$ cat config.mk
export PLATFORM = sky130hd
export DESIGN_NAME = iob_timed_device
export DESIGN_NICKNAME = d
export VERILOG_FILES = /design/src/rtl/iob_timed_device.sv
export SDC_FILE = /design/constraint.sdc
export NUM_CORES = 1
export LEC_CHECK = 0
export CORE_MARGIN = 5
export CORE_UTILIZATION = 43
export CTS_CLUSTER_DIAMETER = 30
export DETAILED_ROUTE_END_ITERATION = 10
export PLACE_DENSITY = 0.85
export SYNTH_ARGS = -nofsm -noshare
export SYNTH_HDL_FRONTEND = slang
export SYNTH_SLANG_ARGS = --single-unit
$ cat constraint.sdc
create_clock -name clk -period 2.1 [get_ports clk]
set_input_delay 0.42 -clock clk [delete_from_list [all_inputs] [get_ports clk]]
set_output_delay 0.42 -clock clk [all_outputs]
set_load 0.02 [all_outputs]
$ cat src/rtl/iob_timed_device.sv
// PDP-6 I/O-bus slave: data buffer, CONO/CONI status, busy timer and PI request.
// Optional overrun flag (status bit 30) enabled by IOB_TIMED_DEVICE_OVERRUN_EN.
module iob_timed_device #(
    parameter logic [6:0] DEVICE_CODE = 7'o070,
    parameter int         XFER_CYCLES = 16,
    parameter int         CNT_W       = 8
) (
    input  logic        clk,
    input  logic        reset,
    input  logic        iob_poweron,
    input  logic        iob_reset,
    input  logic        datao_clear,
    input  logic        datao_set,
    input  logic        cono_clear,
    input  logic        cono_set,
    input  logic        iob_fm_datai,
    input  logic        iob_fm_status,
    input  logic [3:9]  ios,
    input  logic [0:35] iob_write,
    output logic [1:7]  pi_req,
    output logic [0:35] iob_read
);

    localparam logic [CNT_W-1:0] RELOAD = CNT_W'(XFER_CYCLES);

    logic             sel;
    logic             rst;
    logic             datai_act;
    logic             datai_prev;
    logic             datai_edge;
    logic [0:35]      db, db_n;
    logic [2:0]       pia, pia_n;
    logic             busy, busy_n;
    logic             done, done_n;
    logic [CNT_W-1:0] cnt, cnt_n;
    logic             req_active;
    logic [1:7]       pi_n;
    logic [0:35]      status;

    assign sel        = (ios == DEVICE_CODE);
    assign rst        = !reset || !iob_poweron || iob_reset;
    assign datai_act  = iob_fm_datai && sel;
    assign datai_edge = datai_act && !datai_prev;

`ifdef IOB_TIMED_DEVICE_OVERRUN_EN
    logic ovr, ovr_n;

    always_comb begin
        ovr_n = ovr;
        if (sel && cono_clear)
            ovr_n = 1'b0;
        else if (sel && datao_set && busy)
            ovr_n = 1'b1;
    end

    always_ff @(posedge clk) begin
        if (rst)
            ovr <= 1'b0;
        else
            ovr <= ovr_n;
    end

    assign req_active = done || ovr;
`else
    assign req_active = done;
`endif

    always_comb begin
        status         = '0;
        status[31]     = busy;
        status[32]     = done;
        status[33:35]  = pia;
`ifdef IOB_TIMED_DEVICE_OVERRUN_EN
        status[30]     = ovr;
`endif
    end

    assign iob_read = ({36{datai_act}} & db) | ({36{iob_fm_status && sel}} & status);

    always_comb begin
        pi_n = '0;
        for (int n = 1; n <= 7; n++) begin
            if (req_active && (pia == 3'(n)))
                pi_n[n] = 1'b1;
        end
    end

    // Later assignments win: the order below encodes the in-cycle priority,
    // with datao_set able to restart a timer that is expiring this clock.
    always_comb begin
        db_n   = db;
        pia_n  = pia;
        busy_n = busy;
        done_n = done;
        cnt_n  = cnt;

        if (sel && datao_clear)
            db_n = '0;
        if (sel && datao_set)
            db_n = db_n | iob_write;

        if (sel && cono_set) begin
            pia_n  = pia | iob_write[33:35];
            done_n = done | iob_write[32];
            if (iob_write[31] && !busy) begin
                busy_n = 1'b1;
                cnt_n  = RELOAD;
            end
        end

        if (datai_edge)
            done_n = 1'b0;

        if (busy) begin
            if (cnt <= CNT_W'(1)) begin
                cnt_n  = '0;
                busy_n = 1'b0;
                done_n = 1'b1;
            end else begin
                cnt_n = cnt - CNT_W'(1);
            end
        end

        if (sel && datao_set) begin
            busy_n = 1'b1;
            done_n = 1'b0;
            cnt_n  = RELOAD;
        end

        if (sel && cono_clear) begin
            pia_n  = '0;
            busy_n = 1'b0;
            done_n = 1'b0;
            cnt_n  = '0;
        end
    end

    always_ff @(posedge clk) begin
        if (rst) begin
            db         <= '0;
            pia        <= '0;
            busy       <= 1'b0;
            done       <= 1'b0;
            cnt        <= '0;
            datai_prev <= 1'b0;
            pi_req     <= '0;
        end else begin
            db         <= db_n;
            pia        <= pia_n;
            busy       <= busy_n;
            done       <= done_n;
            cnt        <= cnt_n;
            datai_prev <= datai_act;
            pi_req     <= pi_n;
        end
    end

endmodule

==> run_results.csv <==
group,metric,value,unit
critical_path,crit_buf_inv,5,
critical_path,cp_slowest_cell,"nor4b_4",
critical_path,worst_r2r_startpoint,"cnt[0]",
clocking,cts_sinks,57,
sta,min_period,2.09,ns
cells_and_area,n_antenna_cell,0,
clocking,clkLatencyLatePin,0.33,ns
place,dp_hpwl,4.83,mm
place,portBuffers,95,
power,total_power,2.09,mW
route,routedWlPerCell,18.0,um
global_routing,grt_pass1_wl,12.4,mm
yosys,synth_edf_count,0,
floorplanning,ioPinCount,96,
global_routing,grt_pass1_vias,2516,
run_status,status,"finished, final reports clean",
yosys,synth.area.top_cells,"dfxtp_1 (48%), a22oi_1 (11%), and2_1 (8.3%), nor2_1 (8.3%), a32o_1 (2.1%)",
cells_and_area,fin_area,4080,sq um
sta,whs,0.487,ns
yosys,syn_area_per_cell,9.00,sq um
place,postPlaceCellArea,3500,sq um
critical_path,cp.required,1.68,ns
power,leakage,1.61,nW
power,p_per_area,513,nW/um^2
critical_path,worst-path-stages,8,
route,drt_wl_total,8.33,mm
run,drv_cap,0,
yosys,async_reset_ff_share,0,%
yosys,synth.net_count,322,
yosys,yosysTopAreaCellShare,47.5,%
yosys,ys_warn_count,0,
power,vdd_drop_max,0.394,mV
global_routing,grt_overflow_total,0,
yosys,synth_area_leader_cell,"dfxtp_1",
cells_and_area,post-route-util,74.5,%
clocking,cts_buffer_depth,2,
floorplanning,core-area,5470,sq um
yosys,synth_cell_types,41,
global_routing,grt_max_degree,38,
clocking,cts_inserted_buffers,9,
cells_and_area,area_delta_synth_final,69.6,%
route,route.detailed.drc,0,
route,dr.pass1.iters,5,
critical_path,critPathMaxStageDelay,0.30,ns
yosys,postSynthRegisterBits,57,
sta,fin_crit_sh,99.7,%
yosys,ys.flop_type,"dfxtp_1",
sta,rsz0062_at_grt,"true",
critical_path,critPathArrivalTime,1.67,ns
worst_hold_path,hold_start,"cnt[7]",
worst_hold_path,hp-class,"reg2reg",
place,place_congestion,0.810,
critical_path,reg2reg_slack,0.37,ns
sta,relSlewSlack,68.7,%
route,ant_nets,0,
critical_path,critPathMostFrequentCell,"buf_6",
cells_and_area,drive_above_1_share,33.6,%
floorplanning,dieWidth,84.7,um
sta,hold_viol,0,
sta,clock.fmax,477,MHz
clocking,root_buffer,"clkbuf_8",
worst_hold_path,min_path_cells,1,
cells_and_area,final_nets,441,
sta,tightest_slew,0.465,ns
critical_path,end_kind,"output pin",
route,drt_iter0_drc,151,
sta,setup_viol,0,
critical_path,reg2reg_depth,6,
yosys,synth_area,2400,sq um
sta,slew_viol_final,0,
global_routing,antenna_found_initial,0,
clocking,cts_tree,"done",
critical_path,cp_top_family,"buffers and inverters",
clocking,cts_hold_buf,0,
global_routing,gr-usage-all-layers,21.9,%
yosys,yosysSeqAreaShare,47.5,%
sta,skew,0.00588,ns
floorplanning,fp.dieH,84.7,um
route,via_per_inst,5.51,
floorplanning,row_count,27,
critical_path,critPathMaxFanout,5,
clocking,cts.htree.levels,3,
worst_hold_path,whs_endpoint,"cnt[7]",
critical_path,crit_type,"in2out",
critical_path,path_cells,"buf_6 -> nor4b_4 -> and3_4 -> buf_6 -> buf_6 -> buf_12 -> a32o_2 -> buf_6",
route,via_count,2545,
clocking,clkTransAtPathRegs,0.06,ns
critical_path,r2r-end,"cnt[7]",
floorplanning,dieArea,7180,sq um
floorplanning,start_util,43.9,%
critical_path,crit_path_start_kind,"input port",
yosys,synthCells,267,
[logic make-up (layout without fill, tap and decap cells)]
| logic type | after synthesis | count (layout) | share of synthesized area [%] |
|---|---|---|---|
| AOI/OAI and AO/OA | 68 | 68 | 21.5 |
| adders and majority gates | 2 | 2 | 1.04 |
| buffers and inverters | 21 | 144 | 4.06 |
| DFF | 57 | 57 | 47.5 |
| muxes | 1 | 1 | 0.417 |
| and+or+nand+nor | 118 | 118 | 25.5 |
[sequential cells by signal (all words and copies together) (netlist names)]
signal and cells:
db 36, cnt 8, pi_req 7, pia 3, busy 1, datai_prev 1, done 1
[cell usage after synthesis, types with 2 or more instances]
cell type,count
dfxtp_1,57
nor2_1,53
a22oi_1,36
and2_1,32
nand2_1,8
clkbuf_1,7
a21oi_1,6
buf_2,6
a32o_1,5
nand3_1,5
a31oi_1,4
inv_1,4
or3_1,4
buf_4,3
nand2b_1,3
o21ai_0,3
a211oi_1,2
a311oi_1,2
and3_1,2
ha_1,2
nor3_1,2
o31a_1,2
[placed cells by master, fill, tap and decap left out, types with 6 or more instances in the layout]
master           Yosys  final
a21oi_1              6      6
dfxtp_1             57     57
buf_6                0     41
nor2_1              53     53
a22oi_1             36     36
clkdlybuf4s50_1      0     51
clkbuf_8             0     10
and2_4               0     31
nand2_1              8      8
buf_4                3     15
[worst max path at each step]
stage	slack (ns)	endpoint	start
global placement	-0.73	iob_read[3]	ios[9]
global route	-0.06	iob_read[33]	ios[7]
finish	0.006	iob_read[33]	ios[7]
floorplan	0.10	iob_read[10]	ios[9]
CTS	0.004	iob_read[34]	ios[7]
detailed placement	-0.74	iob_read[3]	ios[9]
[report_power, final]
group          switching (mW)  internal, mW  leakage [nW]
Combinational          0.0499        0.0983          1.07
Sequential           0.000254          1.08         0.459
Clock                   0.416         0.445        0.0887
Total                   0.466          1.62          1.61
[per-stage QoR]
stage	worst slack, ns	setup TNS [ns]	std cells
3_3_place_gp	-0.734	-25.33	431
5_1_grt	-0.0625	-1.36	462
6_report	0.00569	0	462
4_1_cts	0.00420	0	460
2_1_floorplan	0.103	0	267
3_5_place_dp	-0.743	-25.67	431
[layer usage]
| layer | GRT usage [%] | routed length [um] | vias up |
|---|---|---|---|
| met2 | 38.2 | 4390 | 93 |
| met1 | 25.6 | 3190 | 1235 |
| li1 | - | - | 1196 |
| met3 | 4.12 | 499 | 21 |
| met4 | 10.8 | 248 | 0 |
| met5 | 0 | 0 | - |
[area by class of cell]
| class | count | area (sq um) |
|---|---|---|
| Tap cell | 72 | 90.1 |
| Clock buffer | 11 | 141 |
| Multi-Input combinational cell | 189 | 1250 |
| Sequential cell | 57 | 1140 |
| Inverter | 4 | 15.0 |
| Fill cell | 370 | 1400 |
| Clock inverter | 4 | 20.0 |
| Timing Repair Buffer | 125 | 1410 |
[repair_timing]
action,4_1_cts,5_1_grt
setup buffers,10,1
gates resized for setup,265,24
endpoints found under the setup margin,36,36
gates cloned,6,1
pin swaps,15,16
[worst register-to-register path, cell delays in order (launching register included)]
cell,delay (ns)
dfxtp_1,0.41
inv_1,0.10
ha_1,0.24
nor2_1,0.17
o31a_1,0.34
a41oi_1,0.16
a211oi_1,0.23
(Power assumes the default switching activity.)
